--- src/rtl/ps2_host_tx_pkg.sv ---
// Shared PS/2 definitions: transmitter FSM states, frame sizes and parity helper.
package ps2_pkg;

  typedef enum logic [2:0] {
    IDLE,
    INHIBIT,
    RTS,
    SEND,
    ACK,
    WAIT_IDLE
  } ps2_state_t;

  // Full line frame is start + 8 data + parity + stop; host latches all but start.
  localparam int unsigned PS2_FRAME_BITS = 11;
  localparam int unsigned PS2_TX_BITS    = 10;

  function automatic logic odd_parity(input logic [7:0] b);
    return ~^b;
  endfunction

endpackage

--- src/rtl/ps2_host_tx_if.sv ---
// Command handshake between a PS/2 command source and the host transmitter.
interface ps2_host_tx_if;
  logic [7:0] tx_data;
  logic       tx_valid;
  logic       tx_ready;
  logic       busy;
  logic       done;
  logic       ack_ok;
  logic       err;

  modport master (
    output tx_data, tx_valid,
    input  tx_ready, busy, done, ack_ok, err
  );

  modport slave (
    input  tx_data, tx_valid,
    output tx_ready, busy, done, ack_ok, err
  );
endinterface

--- src/rtl/ps2_host_tx_sync_edge.sv ---
// Three-flop synchroniser for a raw PS/2 line with a one-cycle falling-edge strobe.
module ps2_sync_edge (
  input  logic clk,
  input  logic rst_n,
  input  logic din,
  output logic level,
  output logic fall
);
  logic [2:0] sync;

  // Idle lines are pulled high, so resetting to 1 avoids a spurious fall.
  always_ff @(posedge clk or negedge rst_n) begin
    if (!rst_n) sync <= '1;
    else        sync <= {sync[1:0], din};
  end

  assign level = sync[2];
  assign fall  = sync[2] & ~sync[1];
endmodule

--- src/rtl/ps2_host_tx.sv ---
// PS/2 host-to-device transmitter: request-to-send, 10 device-clocked bits, ACK check.
module ps2_host_tx
  import ps2_pkg::*;
#(
  parameter int unsigned INHIBIT_CYCLES = 5000,
  parameter int unsigned TIMEOUT_CYCLES = 750000
) (
  input  logic           clk,
  input  logic           rst_n,
  ps2_host_tx_if.slave   tx,
  input  logic           ps2_clk_in,
  input  logic           ps2_data_in,
  output logic           ps2_clk_oe,
  output logic           ps2_data_oe
);
  localparam int unsigned INH_W = $clog2(INHIBIT_CYCLES + 1);
  localparam int unsigned TO_W  = $clog2(TIMEOUT_CYCLES + 1);
  localparam logic [INH_W-1:0] INH_LAST = INH_W'(INHIBIT_CYCLES - 1);
  localparam logic [TO_W-1:0]  TO_LAST  = TO_W'(TIMEOUT_CYCLES - 1);
  localparam logic [3:0]       IDX_LAST = 4'(PS2_TX_BITS - 1);

  ps2_state_t             state;
  logic [PS2_TX_BITS-1:0] frame;
  logic [3:0]             bit_idx;
  logic [INH_W-1:0]       inh_cnt;
  logic [TO_W-1:0]        to_cnt;
  logic tx_ready_q, busy_q, done_q, ack_ok_q, err_q;
  logic clk_lvl, clk_fall, data_lvl, data_fall_unused;

  ps2_sync_edge u_clk_sync (
    .clk   (clk),
    .rst_n (rst_n),
    .din   (ps2_clk_in),
    .level (clk_lvl),
    .fall  (clk_fall)
  );

  ps2_sync_edge u_data_sync (
    .clk   (clk),
    .rst_n (rst_n),
    .din   (ps2_data_in),
    .level (data_lvl),
    .fall  (data_fall_unused)
  );

  always_ff @(posedge clk or negedge rst_n) begin
    if (!rst_n) begin
      state       <= IDLE;
      frame       <= '0;
      bit_idx     <= '0;
      inh_cnt     <= '0;
      to_cnt      <= '0;
      tx_ready_q  <= 1'b1;
      busy_q      <= 1'b0;
      done_q      <= 1'b0;
      ack_ok_q    <= 1'b0;
      err_q       <= 1'b0;
      ps2_clk_oe  <= 1'b0;
      ps2_data_oe <= 1'b0;
    end else begin
      done_q <= 1'b0;
      unique case (state)
        IDLE: begin
          if (tx.tx_valid) begin
            frame      <= {1'b1, odd_parity(tx.tx_data), tx.tx_data};
            ack_ok_q   <= 1'b0;
            err_q      <= 1'b0;
            inh_cnt    <= '0;
            to_cnt     <= '0;
            bit_idx    <= '0;
            tx_ready_q <= 1'b0;
            busy_q     <= 1'b1;
            ps2_clk_oe <= 1'b1;
            state      <= INHIBIT;
          end
        end
        INHIBIT: begin
          if (inh_cnt == INH_LAST) begin
            ps2_data_oe <= 1'b1;
            state       <= RTS;
          end else begin
            inh_cnt <= inh_cnt + INH_W'(1);
          end
        end
        RTS: begin
          ps2_clk_oe <= 1'b0;
          bit_idx    <= '0;
          to_cnt     <= '0;
          state      <= SEND;
        end
        SEND, ACK, WAIT_IDLE: begin
          // Timeout wins over any fall arriving in the same cycle.
          if (to_cnt == TO_LAST) begin
            ps2_clk_oe  <= 1'b0;
            ps2_data_oe <= 1'b0;
            err_q       <= 1'b1;
            ack_ok_q    <= 1'b0;
            done_q      <= 1'b1;
            tx_ready_q  <= 1'b1;
            busy_q      <= 1'b0;
            state       <= IDLE;
          end else begin
            to_cnt <= to_cnt + TO_W'(1);
            if (state == SEND && clk_fall) begin
              ps2_data_oe <= ~frame[bit_idx];
              bit_idx     <= bit_idx + 4'd1;
              if (bit_idx == IDX_LAST) state <= ACK;
            end else if (state == ACK && clk_fall) begin
              if (data_lvl) err_q    <= 1'b1;
              else          ack_ok_q <= 1'b1;
              state <= WAIT_IDLE;
            end else if (state == WAIT_IDLE && clk_lvl && data_lvl) begin
              done_q     <= 1'b1;
              tx_ready_q <= 1'b1;
              busy_q     <= 1'b0;
              state      <= IDLE;
            end
          end
        end
        default: state <= IDLE;
      endcase
    end
  end

  assign tx.tx_ready = tx_ready_q;
  assign tx.busy     = busy_q;
  assign tx.done     = done_q;
  assign tx.ack_ok   = ack_ok_q;
  assign tx.err      = err_q;
endmodule

--- src/flat_wrapper.sv ---
// flat-port wrapper written by rule: the top's interface ports become plain ports
module ps2_host_tx_flat import ps2_pkg::*;
#(
  parameter int unsigned INHIBIT_CYCLES = 5000,
  parameter int unsigned TIMEOUT_CYCLES = 750000
)
  (clk, rst_n, ps2_clk_in, ps2_data_in, ps2_clk_oe, ps2_data_oe, tx_tx_data, tx_tx_valid, tx_tx_ready, tx_busy, tx_done, tx_ack_ok, tx_err);
  ps2_host_tx_if tx_i ();
  input  logic clk;
  input  logic rst_n;
  input  logic ps2_clk_in;
  input  logic ps2_data_in;
  output logic ps2_clk_oe;
  output logic ps2_data_oe;
  input wire logic [$bits(tx_i.tx_data)-1:0] tx_tx_data;
  input wire logic [$bits(tx_i.tx_valid)-1:0] tx_tx_valid;
  output wire logic [$bits(tx_i.tx_ready)-1:0] tx_tx_ready;
  output wire logic [$bits(tx_i.busy)-1:0] tx_busy;
  output wire logic [$bits(tx_i.done)-1:0] tx_done;
  output wire logic [$bits(tx_i.ack_ok)-1:0] tx_ack_ok;
  output wire logic [$bits(tx_i.err)-1:0] tx_err;
  assign tx_i.tx_data = tx_tx_data;
  assign tx_i.tx_valid = tx_tx_valid;
  assign tx_tx_ready = tx_i.tx_ready;
  assign tx_busy = tx_i.busy;
  assign tx_done = tx_i.done;
  assign tx_ack_ok = tx_i.ack_ok;
  assign tx_err = tx_i.err;
  ps2_host_tx #(.INHIBIT_CYCLES(INHIBIT_CYCLES), .TIMEOUT_CYCLES(TIMEOUT_CYCLES)) u_core (.clk(clk), .rst_n(rst_n), .tx(tx_i), .ps2_clk_in(ps2_clk_in), .ps2_data_in(ps2_data_in), .ps2_clk_oe(ps2_clk_oe), .ps2_data_oe(ps2_data_oe));
endmodule
--- config.mk ---
export PLATFORM = sky130hd
export DESIGN_NAME = ps2_host_tx_flat
export DESIGN_NICKNAME = d
export VERILOG_FILES = /design/src/rtl/ps2_host_tx_pkg.sv /design/src/rtl/ps2_host_tx_if.sv /design/src/rtl/ps2_host_tx_sync_edge.sv /design/src/rtl/ps2_host_tx.sv /design/src/flat_wrapper.sv
export SDC_FILE = /design/constraint.sdc
export NUM_CORES = 1
export LEC_CHECK = 0
export ABC_AREA = 1
export CORE_MARGIN = 2
export CORE_UTILIZATION = 54
export CTS_CLUSTER_SIZE = 30
export DETAILED_ROUTE_END_ITERATION = 16
export GPL_ROUTABILITY_DRIVEN = 0
export PLACE_DENSITY = 0.76
export SLEW_MARGIN = 20
export SYNTH_ARGS = -nofsm -noshare
export SYNTH_HDL_FRONTEND = slang
export SYNTH_SLANG_ARGS = --single-unit
--- constraint.sdc ---
create_clock -name clk -period 1.8 [get_ports clk]
set_clock_uncertainty 0.1 [all_clocks]
set_input_delay 0.54 -clock clk [delete_from_list [all_inputs] [get_ports clk]]
set_output_delay 0.54 -clock clk [all_outputs]
set_load 0.02 [all_outputs]
==> impl_metrics.py, run 1 <==
metrics = {
    "critical_path": {
        "max_stage_delay_ps": 380,
        "r2r-end": "u_core.bit_idx[3]",
        "crit_family": "flip-flops",
        "required_ps": 1160,
        "r2r_cells": 8,
        "worstPathCellList": "dlygate4sd2_1",
        "r2r-start": "u_core.to_cnt[0]",
        "start_kind": "register",
        "path_class": "reg2out",
        "critPathMaxFanout": 2,
        "r2r_slack_ps": 120,
        "path_buf_inv": 1,
        "endpoint_kind": "output port",
        "slowest_stage": "dfrtp_1",
        "critPathArrivalTime_ps": 1050,
    },
    "yosys": {
        "syn_inst": 545,
        "syn_avg_cell_area_um2": 7.00,
        "ys_warn_count": 0,
        "syn_nets": 562,
        "async_flop_share_pct": 100,
        "synth_area_um2": 3820,
        "ys.flop_type": "dfrtp_1",
        "yosysSeqAreaShare_pct": 41.5,
        "synth_edf_count": 0,
        "ys_types": 29,
        "ys_ff_latch": 63,
    },
    "global_routing": {
        "grtUsageTotal_pct": 25.3,
        "grt_pass1_wl_um": 15300,
        "grt_overflow": 0,
        "antenna_found_initial": 0,
        "grt_max_degree": 64,
        "grt_pass1_vias": 3348,
    },
    "routing": {
        "detail_route.iter0.violations": 311,
        "post-route-drc-count": 0,
        "vias": 3683,
        "wl_per_cell_um": 12.5,
        "ant_nets": 0,
        "wl_um": 8790,
        "via_per_inst": 5.24,
        "dr.pass1.iters": 5,
    },
    "floorplan": {
        "fp-row-count": 30,
        "coreArea_um2": 6830,
        "ios": 20,
        "fp.dieH_um": 88.1,
        "die-area_um2": 7760,
        "fp.dieW_um": 88.1,
        "floorplan.initialDensity_pct": 55.9,
    },
    "pwr": {
        "ir_drop_mv": 1.17,
        "pwr_density_cell_nw_per_um2": 1200,
        "p_leak_nw": 2.14,
    },
    "sta": {
        "fin_crit_ps": 1690,
        "maxSlewHeadroom_pct": 73.5,
        "max_freq_ghz": 0.593,
        "hold_viol": 0,
        "setup_tns_ps": 0,
        "post-route-period-util_pct": 93.7,
        "worst_slew_pin_slew_ps": 395,
        "rsz0062_at_grt": "yes",
        "slew_viol_final": 0,
        "finalSetupViolCount": 0,
        "hold-worst-slack_ps": 79.3,
        "worst_slack_ps": 114,
    },
    "outcome": {
        "status": "completed",
    },
    "worst_hold_path": {
        "hold_class": "in2async",
    },
    "clocking": {
        "clk_path_buf_depth": 2,
        "cts_made_buffers": 9,
        "cts_hold_buf": 0,
        "cts-root-buf": "clkbuf_8",
        "post-cts-setup-buffers": 0,
        "worstSkewPairLatency_ps": 340,
        "clk_pin_slew_worst_paths_ps": 70,
        "htree_levels": 3,
        "cts_tree": "done",
        "cts_sinks": 63,
    },
    "final_layout": {
        "utilization_pct": 67.6,
        "multi_input_area_um2": 1930,
        "n_antenna_cell": 0,
        "regArea_um2": 1590,
        "layout-drive-gt1-share_pct": 14.5,
        "nFillCells": 583,
        "nets": 619,
        "synthToLayoutAreaGrowth_pct": 21.0,
    },
    "placement": {
        "hpwl_um": 6430,
        "portBuffers": 19,
        "pre_cts_ws_ps": -155,
    },
    "flow_run": {
        "maxCapViolCount": 0,
    },
}
## metal layers
metal	vias up	part of all wire (%)	global-route usage [%]	routed length (µm)
met1	1694	49	37.5	4270
li1	1860	-	-	-
met4	0	1.8	7.99	161
met3	14	6.4	5.94	563
met2	115	43	36.8	3800
met5	-	0	0	0
## cells in the mapped netlist, drive strengths merged (2+ instances only)
cell type | count | area [µm²]
nand3 | 60 | 318
inv | 69 | 259
xor2 | 10 | 87.6
o21bai | 2 | 15.0
dfstp | 7 | 184
o21ai | 47 | 235
nand2 | 168 | 633
nand4 | 14 | 87.6
o22ai | 4 | 25.0
ha | 4 | 50.1
a21oi | 5 | 28.8
xnor2 | 8 | 70.1
nor2 | 66 | 275
clkbuf | 2 | 7.51
nor3 | 12 | 60.1
buf | 9 | 65.1
dfrtp | 56 | 1400
## sequential cells by signal, indices dropped and copies added (netlist names)
name,count
u_core.bit_idx,4
u_core.frame,10
u_core.inh_cnt,13
u_core.ps2_clk_oe,1
u_core.ps2_data_oe,1
u_core.state,3
u_core.to_cnt,20
u_core.tx.ack_ok,1
u_core.tx.busy,1
u_core.tx.done,1
u_core.tx.err,1
u_core.tx.tx_ready,1
u_core.u_clk_sync.sync,3
u_core.u_data_sync.sync,3
## power breakdown
part	total (mW)	internal (mW)	switching, mW
Sequential	1.85	1.68	0.172
Combinational	2.44	0.952	1.48
Clock	1.28	0.712	0.564
Total	5.56	3.34	2.22
## placed cells by master, fill, tap and decap left out, types with 8 or more instances in the layout
cell type	n
clkdlybuf4s50_1	11
xnor2_1	8
inv_1	68
o21ai_1	15
xor2_1	10
buf_4	34
nand4_1	14
dfrtp_1	50
o21ai_0	32
nor2_1	57
nand2_1	166
nand3_1	57
clkbuf_8	11
nor3_1	11
## logic make-up after synthesis
family,after synthesis,share of synthesized area [%]
simple gates,321,36.2
buf+inv,80,8.69
flops,63,41.5
compound gates,59,8.19
xor+xnor,18,4.13
fa+ha+maj,4,1.31
## repair_timing
item | in CTS | in global routing
gates resized for setup | 9 | 17
cloned | 0 | 0
endpoints found under the setup margin | 7 | 32
endpoints found under the hold margin | 0 | 0
## worst max-delay path by stage
stage | from | to | cells after the start
after global routing | u_core.to_cnt[8] | u_core.state[0] | 9
after CTS | u_core.tx.tx_ready | tx_tx_ready | 1
final | u_core.tx.err | tx_err | 1
after detailed placement | tx_tx_valid | u_core.to_cnt[2] | 9
after floorplan | u_core.to_cnt[0] | u_core.to_cnt[12] | 9
after global placement | tx_tx_valid | u_core.to_cnt[10] | 9
## layout make-up
type                    instances  area share [%]
multi-input cells             402            41.8
flip-flops and latches         63            34.5
repair buffers                 57            11.0
inverters                      69            5.61
clock buffers                  11            3.28
well taps                      96            2.60
clock inverters                 5            1.22
## metrics by stage
stage	power, mW	instance area (µm²)	cells
finish	5.56	4620	703
global route	5.96	4620	703
CTS	5.56	4590	703
detailed placement	4.30	4390	687
global placement	4.24	4390	687
floorplan	3.43	3820	545
Power figures use the tool's default switching activity.
==> run 2: changes to the inputs <==
- RECOVER_POWER: default -> 100
- SYNTH_HIERARCHICAL: default -> 1
==> impl_metrics.py, run 2 <==
metrics = {
    "routing": {
        "top_layer_used": "met4",
        "post-route-drc-count": 0,
        "via_per_inst": 5.46,
        "vias": 3462,
        "wl_met3_um": 410,
        "wl_um": 8670,
        "met1_length_um": 3810,
        "wl_per_cell_um": 13.7,
        "ant_nets": 0,
        "dr.pass1.iters": 4,
        "dr_wl_met2_um": 4320,
        "detail_route.iter0.violations": 177,
    },
    "sta": {
        "worst_slew_pin_slew_ps": 823,
        "post-route-period-util_pct": 97.6,
        "finalSetupViolCount": 0,
        "worst_slack_ps": 43.5,
        "rsz0062_at_grt": "yes",
        "maxSlewHeadroom_pct": 45.2,
        "hold_viol": 0,
        "slew_viol_final": 0,
        "fin_crit_ps": 1760,
        "max_freq_ghz": 0.569,
    },
    "global_routing": {
        "grt_pass1_wl_um": 14800,
        "antenna_found_initial": 0,
        "grt_overflow": 0,
        "grt_max_degree": 27,
        "grtUsageTotal_pct": 25.2,
        "grt_pass1_vias": 3316,
    },
    "worst_hold_path": {
        "hp-start": "u_core/u_data_sync/sync[1]",
        "hold_class": "reg2reg",
    },
    "clocking": {
        "cts-root-buf": "clkbuf_8",
        "cts_sinks": 63,
        "cts_tree": "done",
        "clk_path_buf_depth": 2,
        "clk_pin_slew_worst_paths_ps": 60,
        "worstSkewPairLatency_ps": 340,
        "htree_levels": 3,
        "cts_made_buffers": 9,
    },
    "floorplan": {
        "fp.dieH_um": 86.3,
        "die-area_um2": 7450,
        "ios": 20,
        "coreArea_um2": 6460,
        "floorplan.initialDensity_pct": 56.6,
        "fp.dieW_um": 86.3,
        "fp-row-count": 29,
    },
    "critical_path": {
        "required_ps": 1160,
        "worstSetupStartpoint": "u_core/tx.tx_ready",
        "critPathArrivalTime_ps": 1120,
        "crit_end": "tx_tx_ready",
        "max_stage_delay_ps": 530,
        "crit_family": "flip-flops",
        "r2r_slack_ps": 110,
        "slowest_stage": "dfstp_2",
        "r2r_cells": 11,
        "path_buf_inv": 1,
        "path_class": "reg2out",
        "endpoint_kind": "output port",
        "worst-path-stages": 1,
        "r2r-start": "u_core/to_cnt[8]",
        "worstPathCellList": "clkdlybuf4s15_2",
        "start_kind": "register",
        "critPathMaxFanout": 2,
        "r2r-end": "u_core/to_cnt[8]",
    },
    "flow_run": {
        "maxCapViolCount": 0,
    },
    "outcome": {
        "status": "completed",
    },
    "final_layout": {
        "nets": 569,
        "most-common-layout-cells": "nand2_1, dfrtp_1, nor2_1, inv_1, nand3_1",
        "reg_top3": "u_core/to_cnt: 20 flops, u_core/inh_cnt: 13 flops, u_core/frame: 10 flops",
        "largest_register_ffs": 20,
        "n_antenna_cell": 0,
        "stdcell_area_um2": 4470,
        "layout-drive-gt1-share_pct": 17.2,
        "synthToLayoutAreaGrowth_pct": 22.1,
        "largest_register": "u_core/to_cnt",
        "finalNonFillerCells": 634,
        "final_common_cell": "nand2_1",
    },
    "yosys": {
        "synth_area_um2": 3660,
        "syn_avg_cell_area_um2": 7.41,
        "ys_warn_count": 6,
        "syn_nets": 511,
        "syn_inst": 494,
    },
    "pwr": {
        "ir_drop_mv": 0.830,
        "p_leak_nw": 2.01,
        "power_mw": 5.78,
        "pwr_density_cell_nw_per_um2": 1290,
    },
    "placement": {
        "portBuffers": 19,
        "pre_cts_ws_ps": -174,
        "place_area_um2": 4170,
        "dp.cells": 613,
        "hpwl_um": 6330,
    },
}
run 2: changes by cell type in the layout (fill, tap and decap cells not counted), sizes merged, moves of 3 or more:
| cell | previous run | this run |
|---|---|---|
| a21oi | 5 | 10 |
| buf | 40 | 36 |
| clkbuf | 11 | 14 |
| dlygate4sd3 | 0 | 3 |
| inv | 69 | 56 |
| nand2 | 168 | 148 |
| nand3 | 60 | 50 |
| nand4 | 14 | 17 |
| nor2 | 66 | 58 |
| o21ai | 47 | 35 |
| xnor2 | 8 | 11 |
run 2: worst min-delay path by stage:
stage / to / slack [ps] / cells past startpoint
after floorplan: u_core/bit_idx[0] / 140 / 0
after CTS: u_core/u_data_sync/sync[1] / 260 / 0
final: u_core/u_data_sync/sync[2] / 260 / 0
after global placement: u_core/u_clk_sync/sync[1] / 250 / 0
after detailed placement: u_core/u_data_sync/sync[1] / 250 / 0
after global routing: u_core/u_data_sync/sync[2] / 260 / 0
run 2: metal layers:
layer  up-vias  GRT usage (%)
li1       1721              -
met2       101           41.4
met3        13           4.57
met4         0           11.5
met5         -              0
met1      1627           32.6
run 2: report_power, final:
| group | internal [mW] | switching [mW] |
|---|---|---|
| Clock | 0.671 | 0.537 |
| Combinational | 1.00 | 1.59 |
| Sequential | 1.72 | 0.254 |
| Total | 3.39 | 2.39 |
run 2: per-stage QoR:
step	hold slack, ps	TNS, ps	util, %
after floorplan	144	0	-
after global placement	246	-3270	64.5
after detailed placement	251	-4630	64.5
after CTS	260	0	67.5
after global routing	264	-328	69.1
final	257	0	69.1
run 2: what timing repair did:
action,CTS,global route
pin swaps,0,4
setup endpoints to repair,7,29
hold buffers,1,0
gates cloned,0,1
endpoints found under the hold margin,8,0
buffers inserted,0,3
resized for setup,9,19
run 2: cell type report:
cell class | instances | area (µm²)
clock buffer | 12 | 145
clock inverter | 4 | 45.0
fill | 529 | 1990
inverter | 56 | 210
multi-input combinational | 365 | 1880
sequential | 63 | 1590
tap | 77 | 96.3
timing repair buffer | 57 | 503
